[config.mk]
export PLATFORM = sky130hd
export DESIGN_NAME = fpu_wb_arbiter
export DESIGN_NICKNAME = d
export VERILOG_FILES = /design/src/rtl/fpu_wb_arbiter_pkg.sv /design/src/rtl/fpu_wb_arbiter_rr_arbiter.sv /design/src/rtl/fpu_wb_arbiter.sv
export SDC_FILE = /design/constraint.sdc
export NUM_CORES = 1
export LEC_CHECK = 0
export BUFFER_PORTS_ARGS = -buffer_cell sky130_fd_sc_hd__buf_2
export CORE_AREA = 2 2 126 128
export CTS_BUF_LIST = sky130_fd_sc_hd__clkbuf_4 sky130_fd_sc_hd__clkbuf_8
export CTS_CLUSTER_SIZE = 40
export DETAILED_ROUTE_END_ITERATION = 16
export DIE_AREA = 0 0 128 130
export HOLD_SLACK_MARGIN = 0.02
export PLACE_DENSITY_LB_ADDON = 0.05
export SLEW_MARGIN = 10
export SYNTH_ARGS = -nofsm -noshare
export SYNTH_HDL_FRONTEND = slang
export SYNTH_SLANG_ARGS = --single-unit
export TNS_END_PERCENT = 50
[constraint.sdc]
create_clock -name clk -period 3.5 [get_ports clk]
set_clock_uncertainty 0.15 [all_clocks]
set_input_delay 0.35 -clock clk [delete_from_list [all_inputs] [get_ports clk]]
set_output_delay 0.35 -clock clk [all_outputs]
set_load 0.02 [all_outputs]
[src/rtl/fpu_wb_arbiter_pkg.sv]
// Shared definitions for the FPU writeback arbiter: mode encodings, packer
// field widths, writeback FSM states and the output_interface packer.
package fpu_wb_arbiter_pkg;

    localparam logic S_MODE = 1'b0;
    localparam logic D_MODE = 1'b1;

    localparam int REG_SIZE                = 64;
    localparam int OUTPUT_INTERFACE_INT_IN = 64;
    localparam int OUTPUT_INTERFACE_EXP_IN = 11;
    localparam int FPU_WB_TAG_W            = 2;

    typedef enum logic {
        WB_EMPTY = 1'b0,
        WB_FULL  = 1'b1
    } wbState_e;

    // Packs sign/exponent/mantissa into an IEEE-754 register image.
    // Double: {sign, exp[10:0], int[51:0]}.
    // Single: upper 32 bits zero, low word {sign, exp[7:0], int[22:0]}.
    function automatic logic [REG_SIZE-1:0] output_interface(
        input logic                               mode,
        input logic [OUTPUT_INTERFACE_INT_IN-1:0] intVal,
        input logic [OUTPUT_INTERFACE_EXP_IN-1:0] expVal,
        input logic                               sign
    );
        logic [REG_SIZE-1:0] word;
        word = '0;
        if (mode == D_MODE) begin
            word = {sign, expVal, intVal[51:0]};
        end else begin
            word = {32'h0000_0000, sign, expVal[7:0], intVal[22:0]};
        end
        return word;
    endfunction

endpackage

[src/rtl/fpu_wb_arbiter_rr_arbiter.sv]
// Round-robin grant encoder: picks the first requesting index at or after
// rrPtr, wrapping modulo N_REQ. The index never reaches N_REQ.
module rr_arbiter #(
    parameter int N_REQ = 3,
    parameter int TAG_W = 2
) (
    input  logic [N_REQ-1:0] reqVec,
    input  logic [TAG_W-1:0] rrPtr,
    input  logic             enable,
    output logic [N_REQ-1:0] grant,
    output logic [TAG_W-1:0] grantIdx,
    output logic             grantVld
);

    logic [TAG_W:0] cand_s;
    logic           found_s;

    // Scan requesters starting at the pointer and build one-hot grant.
    always_comb begin
        grant    = '0;
        grantIdx = '0;
        found_s  = 1'b0;
        cand_s   = '0;
        for (int k = 0; k < N_REQ; k++) begin
            cand_s = {1'b0, rrPtr} + (TAG_W+1)'(k);
            if (cand_s >= (TAG_W+1)'(N_REQ)) begin
                cand_s = cand_s - (TAG_W+1)'(N_REQ);
            end else begin
                cand_s = cand_s;
            end
            if (!found_s && (cand_s < (TAG_W+1)'(N_REQ)) && reqVec[cand_s[TAG_W-1:0]]) begin
                found_s  = 1'b1;
                grantIdx = cand_s[TAG_W-1:0];
            end else begin
                found_s  = found_s;
            end
        end
        grantVld = found_s & enable;
        if (grantVld) begin
            grant[grantIdx] = 1'b1;
        end else begin
            grant = '0;
        end
    end

endmodule

[src/rtl/fpu_wb_arbiter.sv]
// Shares the FPU output packer among N_REQ execution units. One winner per
// cycle (round-robin) is packed into a one-entry output register that feeds
// register-file writeback through a valid/ready handshake.
module fpu_wb_arbiter
    import fpu_wb_arbiter_pkg::*;
#(
    parameter int N_REQ = 3,
    parameter int INT_W = OUTPUT_INTERFACE_INT_IN,
    parameter int EXP_W = OUTPUT_INTERFACE_EXP_IN,
    parameter int REG_W = REG_SIZE,
    parameter int TAG_W = FPU_WB_TAG_W
) (
    input  logic                   clk,
    input  logic                   rst_n,
    input  logic [N_REQ-1:0]       req_valid,
    output logic [N_REQ-1:0]       req_ready,
    input  logic [N_REQ-1:0]       req_mode,
    input  logic [N_REQ*INT_W-1:0] req_int,
    input  logic [N_REQ*EXP_W-1:0] req_exp,
    input  logic [N_REQ-1:0]       req_sign,
    output logic                   out_valid,
    input  logic                   out_ready,
    output logic [REG_W-1:0]       out_data,
    output logic                   out_mode,
    output logic [TAG_W-1:0]       out_tag,
    output logic [15:0]            busy_cnt
);

    wbState_e         state_r;
    wbState_e         nextState_s;
    logic [TAG_W-1:0] rrPtr_r;
    logic [REG_W-1:0] data_r;
    logic             mode_r;
    logic [TAG_W-1:0] tag_r;
    logic [15:0]      busy_r;

    logic             canAccept_s;
    logic             arbEn_s;
    logic [N_REQ-1:0] grant_s;
    logic [TAG_W-1:0] grantIdx_s;
    logic             fire_s;
    logic             winMode_s;
    logic             winSign_s;
    logic [INT_W-1:0] winInt_s;
    logic [EXP_W-1:0] winExp_s;
    logic [REG_W-1:0] packed_s;

    // Ready is suppressed while reset is held so no unit sees a phantom accept.
    assign canAccept_s = (state_r == WB_EMPTY) | out_ready;
    assign arbEn_s     = canAccept_s & rst_n;

    rr_arbiter #(
        .N_REQ (N_REQ),
        .TAG_W (TAG_W)
    ) u_rr (
        .reqVec   (req_valid),
        .rrPtr    (rrPtr_r),
        .enable   (arbEn_s),
        .grant    (grant_s),
        .grantIdx (grantIdx_s),
        .grantVld (fire_s)
    );

    assign req_ready = grant_s;

    // AND-OR mux of the winning unit's payload into the packer.
    always_comb begin
        winMode_s = 1'b0;
        winSign_s = 1'b0;
        winInt_s  = '0;
        winExp_s  = '0;
        for (int i = 0; i < N_REQ; i++) begin
            winMode_s = winMode_s | (req_mode[i] & (grantIdx_s == TAG_W'(i)));
            winSign_s = winSign_s | (req_sign[i] & (grantIdx_s == TAG_W'(i)));
            winInt_s  = winInt_s | (req_int[i*INT_W +: INT_W] & {INT_W{grantIdx_s == TAG_W'(i)}});
            winExp_s  = winExp_s | (req_exp[i*EXP_W +: EXP_W] & {EXP_W{grantIdx_s == TAG_W'(i)}});
        end
    end

    assign packed_s = output_interface(winMode_s, winInt_s, winExp_s, winSign_s);

    // Output-holding FSM state register.
    always_ff @(posedge clk or negedge rst_n) begin
        if (!rst_n) begin
            state_r <= WB_EMPTY;
        end else begin
            state_r <= nextState_s;
        end
    end

    // Next state: a grant always fills; a retire with no grant empties.
    always_comb begin
        nextState_s = state_r;
        case (state_r)
            WB_EMPTY: begin
                if (fire_s) nextState_s = WB_FULL;
                else        nextState_s = WB_EMPTY;
            end
            WB_FULL: begin
                if (fire_s)         nextState_s = WB_FULL;
                else if (out_ready) nextState_s = WB_EMPTY;
                else                nextState_s = WB_FULL;
            end
            default: nextState_s = WB_EMPTY;
        endcase
    end

    // Capture the packed winner and advance the round-robin pointer on a grant.
    always_ff @(posedge clk or negedge rst_n) begin
        if (!rst_n) begin
            data_r  <= '0;
            mode_r  <= S_MODE;
            tag_r   <= '0;
            rrPtr_r <= '0;
        end else if (fire_s) begin
            data_r  <= packed_s;
            mode_r  <= winMode_s;
            tag_r   <= grantIdx_s;
            rrPtr_r <= (grantIdx_s == TAG_W'(N_REQ-1)) ? '0 : grantIdx_s + TAG_W'(1);
        end else begin
            data_r  <= data_r;
            mode_r  <= mode_r;
            tag_r   <= tag_r;
            rrPtr_r <= rrPtr_r;
        end
    end

    // Saturating count of cycles where a unit waits behind a stalled output.
    always_ff @(posedge clk or negedge rst_n) begin
        if (!rst_n) begin
            busy_r <= 16'h0000;
        end else if ((|req_valid) && !canAccept_s && (busy_r != 16'hFFFF)) begin
            busy_r <= busy_r + 16'h0001;
        end else begin
            busy_r <= busy_r;
        end
    end

    assign out_valid = (state_r == WB_FULL);
    assign out_data  = data_r;
    assign out_mode  = mode_r;
    assign out_tag   = tag_r;
    assign busy_cnt  = busy_r;

endmodule
* Word-level counts from Yosys, hierarchy flattened
Cells that the tools add are included.
Storage, ports and cells: register bits 86, bits in latches 0, bits in writable memories 0, bits in read-only memories 0, bits of input ports 237, output and inout port bits 87, logic and storage cells 88, memories kept 0
Operators by class: add/sub/neg operators 7, multiply operators 0, divide/modulo/power cells 0, magnitude comparators 11, eq/ne operators 3, shift-type cells 0, multiplexer cells 24, bitwise operators 24, reduce and logical (&&, ||, !) cells 13
Operator list (count):
- 52-bit AND | 3
- 52-bit OR | 2
- 64-bit two-way mux | 1
- 11-bit AND | 3
- 11-bit OR | 2
- 16-bit by 1-bit adder with 16-bit output, second input constant | 1
- 16-bit inequality test, second input constant | 1
- 2-bit by 3-bit < comparator with 1-bit output, second input constant | 4
- 3-bit two-way mux | 4
- 1-bit two-way mux | 10
- 3-bit by 2-bit < comparator with 1-bit output, second input constant | 3
- 1-bit AND | 8
- 1-bit logical AND | 8
- 2-bit two-way mux | 4
- 1-bit binary-select mux with 2-bit select | 3
- 3-bit by 2-bit >= comparator with 1-bit output, second input constant | 2
- 3-bit by 2-bit subtractor with 3-bit output, second input constant | 2
- 1-bit OR | 5
- 2-bit by 1-bit adder with 3-bit output, second input constant | 1
- 2-bit by 2-bit adder with 3-bit output, second input constant | 1
- 1-bit logical NOT | 3
- 3-bit OR reduction | 1
- 2-bit by 2-bit subtractor with 3-bit output, second input constant | 1
- 2-bit by 1-bit adder with 2-bit output, second input constant | 1
- 8 further kinds | 8

* Logic depth before layout (Yosys ltp)
depth after elaboration 19, gate-level depth with buffers 13, mapped depth without buffers 11

* By module
From an unflattened synthesis, not the netlist that was laid out.
Unflattened totals: cells, all modules 575, area total of the unflattened synthesis 5297.6 um^2
By module, submodules not included:
- fpu_wb_arbiter | instances 1, cells each 530, area an instance 4927.2 um^2, seq. area each 2152.1 um^2
- rr_arbiter | instances 1, cells each 45, area an instance 370.4 um^2, seq. area each 0.0 um^2

* Worst setup path before layout
Ideal clock, no wire load.
path type register to output, from reg rrPtr_r[0], to out req_ready[0], arrival 2632 ps, required time 3000 ps, setup slack 368 ps, cell stages (with the launch flop) 11, path buffers 2, cell sequence dfrtp_1 -> inv_1 -> ha_1 -> mux2i_1 -> o21ai_1 -> a2111o_1 -> a21o_1 -> and2_1 -> buf_2 -> buf_2 -> nor3_1
On the way: longest elaborated chain between the ends 19, elaborated cells on any way between the ends 40, classes of those cells 5 x add/sub; 8 x order compare; 18 x mux; 1 x bitwise; 8 x reduce/logical
RTL lines:
- start: declaration | line fpu_wb_arbiter.sv:31 | logic [TAG_W-1:0] rrPtr_r;
- start signal: assignment | line fpu_wb_arbiter.sv:119 | rrPtr_r <= (grantIdx_s == TAG_W'(N_REQ-1)) ? '0 : grantIdx_s + TAG_W'(1);
- start signal: assignment | line fpu_wb_arbiter.sv:124 | rrPtr_r <= rrPtr_r;
- parallel branches: the longest is 18 deep, another holds 2-bit by 1-bit adder with 3-bit output
- 3-bit two-way mux (*) | line fpu_wb_arbiter_rr_arbiter.sv:39 | if (grantVld) begin
- end: declaration | line fpu_wb_arbiter.sv:16 | output logic [N_REQ-1:0] req_ready,
Mark *: on every way between the ends. The select of a mux whose other input is x is not followed.

* Worst setup path after layout
Ends and elaborated chain as after synthesis.

==> flow_metrics.py <==
metrics = {
    "global_routing": {
        "grtUsageMet1_pct": 22.27,
        "antenna_found_initial": 1,
        "global_route.usage.total_pct": 17.75,
        "grt_pass1_wl_um": 23030,
        "top_usage_layer": "met2",
        "grt_pass1_vias": 4367,
        "grt_overflow": 0,
        "gr-usage-met2_pct": 28.97,
        "grt_max_degree": 94,
        "grt.met3_usage_pct": 4.879,
    },
    "setup_path": {
        "path_buf_inv": 2,
        "worstPathCellList": "inv_1 -> ha_2 -> mux2i_1 -> o21ai_1 -> a2111o_1 -> a21o_1 -> and2_4 -> nor3_4 -> buf_2",
        "crit_fanout": 16,
        "cp_top_family": "compound AO/OA/AOI/OAI gates",
        "crit_slowest_cell": "dfrtp_1",
        "crit_required_ps": 3000,
        "cp-start-kind": "register",
        "endpoint_kind": "output pin",
        "critPathKind": "register to output pin",
        "arrival_ps": 2780,
        "slowest_delay_ps": 430,
    },
    "drt": {
        "ant_nets": 0,
        "routed_wl_um": 15240,
        "drc": 0,
        "vias": 4735,
        "drt-initial-drc-count": 268,
        "dr.pass1.iters": 5,
        "vias_per_cell": 4.937,
        "wl_per_cell_um": 15.89,
    },
    "timing": {
        "drv_slew": 0,
        "max_freq_mhz": 305.0,
        "grt_setup_unrepaired": "no",
        "finalHoldViolCount": 0,
        "setup_viol": 0,
        "period_share_pct": 93.68,
        "fin_tns_setup_ps": 0,
        "fin_crit_ps": 3279,
        "tightest_slew_ps": 710.6,
        "slew_headroom_pct": 52.63,
    },
    "min_path": {
        "min_path_type": "input pin to register",
    },
    "pwr": {
        "p_sw_mw": 3.386,
        "power.density_mw_per_mm2": 1054,
        "peakVddDrop_uv": 674.4,
        "p_comb_share_pct": 65.8,
        "p_int_mw": 3.605,
        "switching_share_pct": 48.43,
        "seqPwrFrac_pct": 22.5,
        "cellLeakagePower_nw": 3.403,
        "p_clk_share_pct": 11.7,
    },
    "synthesis": {
        "synth_edf_count": 0,
        "syn-num-nets": 734,
        "synthAdderAreaFrac_pct": 1.825,
        "muxShareOfSynthArea_pct": 0.8603,
        "syn_area_per_cell_um2": 9.795,
        "yosys_most_used_dff": "dfrtp_1",
        "synth_seq_area_share_pct": 44.84,
        "synth_compound_area_share_pct": 31.62,
        "synth-simple-area-share_pct": 13.06,
        "async_reset_ff_share_pct": 100.0,
        "synth_warnings": 0,
        "yosys_register_bits": 86,
        "synthCells": 490,
        "synth_top_family_by_area": "compound AO/OA/AOI/OAI gates",
        "synthXorXnorAreaFrac_pct": 2.737,
        "ys_types": 47,
        "mappedNetlistArea_mm2": 0.004800,
    },
    "placement": {
        "portBuffers": 287,
        "gp_congestion": 0.8656,
        "post-dp-hpwl_um": 11580,
        "dpl_cell_area_mm2": 0.006347,
    },
    "cells_and_area": {
        "syn_to_final_growth_pct": 38.22,
        "nFillCells": 1568,
        "fin_area_mm2": 0.006634,
        "layout-drive-gt1-share_pct": 45.43,
        "final_common_cell": "buf_2",
        "final_cell_mix": "286 x buf_2, 85 x dfrtp_1, 78 x nand2_1",
        "fin_util_pct": 43.01,
        "layout.nets": 1005,
    },
    "clock_tree": {
        "root_buffer": "clkbuf_8",
        "cts_buffer_depth": 2,
        "cts_made_buffers": 9,
        "path_clk_slew_ps": 90,
        "clock-sinks": 86,
        "cts_tree": "built",
        "insertion_delay_ps": 360,
        "htree_levels": 3,
    },
    "floorplanning": {
        "initial_utilization_pct": 31.12,
        "rows": 46,
        "die_area_mm2": 0.01664,
        "coreArea_mm2": 0.01542,
        "boundaryPins": 324,
        "die_w_um": 128,
        "die_h_um": 130,
    },
    "flow_run": {
        "drv_cap": 0,
    },
    "outcome": {
        "status": "completed",
    },
}
## stage by stage
stage	hold slack [ps]	total power, mW	setup slack (ps)	instances
global route	83.71	7.652	9.539	959
floorplan	-95.59	5.124	367.9	490
detailed placement	174.0	6.221	189.1	939
global placement	175.6	6.136	281.3	939
finish	94.32	6.991	221.3	959
CTS	73.10	7.095	116.5	958
## state kept, by name (all words and copies together) (netlist names)
register / cells
out_valid: 1
out_tag: 2
out_data: 64
rrPtr_r: 2
out_mode: 1
busy_cnt: 16
## area by class of cell
type,count,area [um^2],area share [%]
clock buffers,13,172.7,2.603
inverters,2,7.507,0.1132
diodes,1,2.502,0.03772
well taps,192,240.2,3.621
clock inverters,3,65.06,0.9808
repair buffers,299,1556,23.46
flip-flops and latches,86,2153,32.46
multi-input cells,363,2436,36.72
## worst min-delay path: cells and delay by family
kind / cells / cell delay, ps
compound gates: 2 / 150
buf+inv: 1 / 80
## logic make-up after synthesis
logic type | Yosys count
adder cells (fa/ha/maj) | 7
flip-flops | 86
XOR/XNOR | 15
buffers and inverters | 41
AND/OR/NAND/NOR | 133
multiplexers | 4
AO/OA/AOI/OAI | 204
## synth_stat cells, types with 5 or more instances
master / count / share of area (%)
o21ai_0: 17 / 1.8
nand2b_1: 5 / 0.65
a21oi_1: 50 / 5.2
a211oi_1: 5 / 0.78
buf_6: 6 / 1.4
and2_1: 19 / 2.5
xnor2_1: 13 / 2.4
buf_2: 8 / 0.83
a221oi_2: 9 / 2.8
dfrtp_1: 86 / 45
buf_4: 6 / 0.94
nand2_1: 79 / 6.2
o31ai_2: 9 / 2.3
nor2_1: 6 / 0.47
a22o_1: 56 / 10
o21ai_1: 31 / 3.2
ha_1: 7 / 1.8
buf_1: 5 / 0.39
clkbuf_1: 13 / 1.0
o31ai_1: 10 / 1.6
## path summary, 6_finish.rpt
kind	start	cells past startpoint	slack (ps)	endpoint
min in group asynchronous	rst_n	2	320	busy_cnt[10]$_DFFE_PN0P_
hold / removal	req_int[1]	3	90	out_data[1]$_DFFE_PN0P_
hold reg to reg	out_tag[1]$_DFFE_PN0P_	1	330	out_tag[1]$_DFFE_PN0P_
max in group asynchronous	rst_n	3	1760	rrPtr_r[1]$_DFFE_PN0P_
setup / recovery	rrPtr_r[0]$_DFFE_PN0P_	9	220	req_ready[0]
setup reg to reg	rrPtr_r[0]$_DFFE_PN0P_	11	270	out_data[24]$_DFFE_PN0P_
## power by group through the flow
stage                     Sequential (mW)  Clock (mW)  Combinational, mW
after floorplan                      1.98           0               3.14
after global placement               1.58           0               4.56
after detailed placement             1.59           0               4.63
after CTS                            1.58       0.851               4.67
after global routing                 1.62       0.905               5.12
final                                1.57       0.820               4.60
## metal layers
metal	vias up	share of wire (%)
met5	-	0
met4	0	2.6
met3	28	7.7
met2	217	47
met1	2153	43
li1	2337	-
## repair_timing
item / in CTS / in global routing
endpoints found under the hold margin: 32 / 0
gates resized for setup: 3 / 3
pin swaps: 1 / 0
buffers inserted: 2 / 0
endpoints found under the setup margin: 1 / 13
hold buffers: 1 / 0
(Power assumes the default switching activity.)
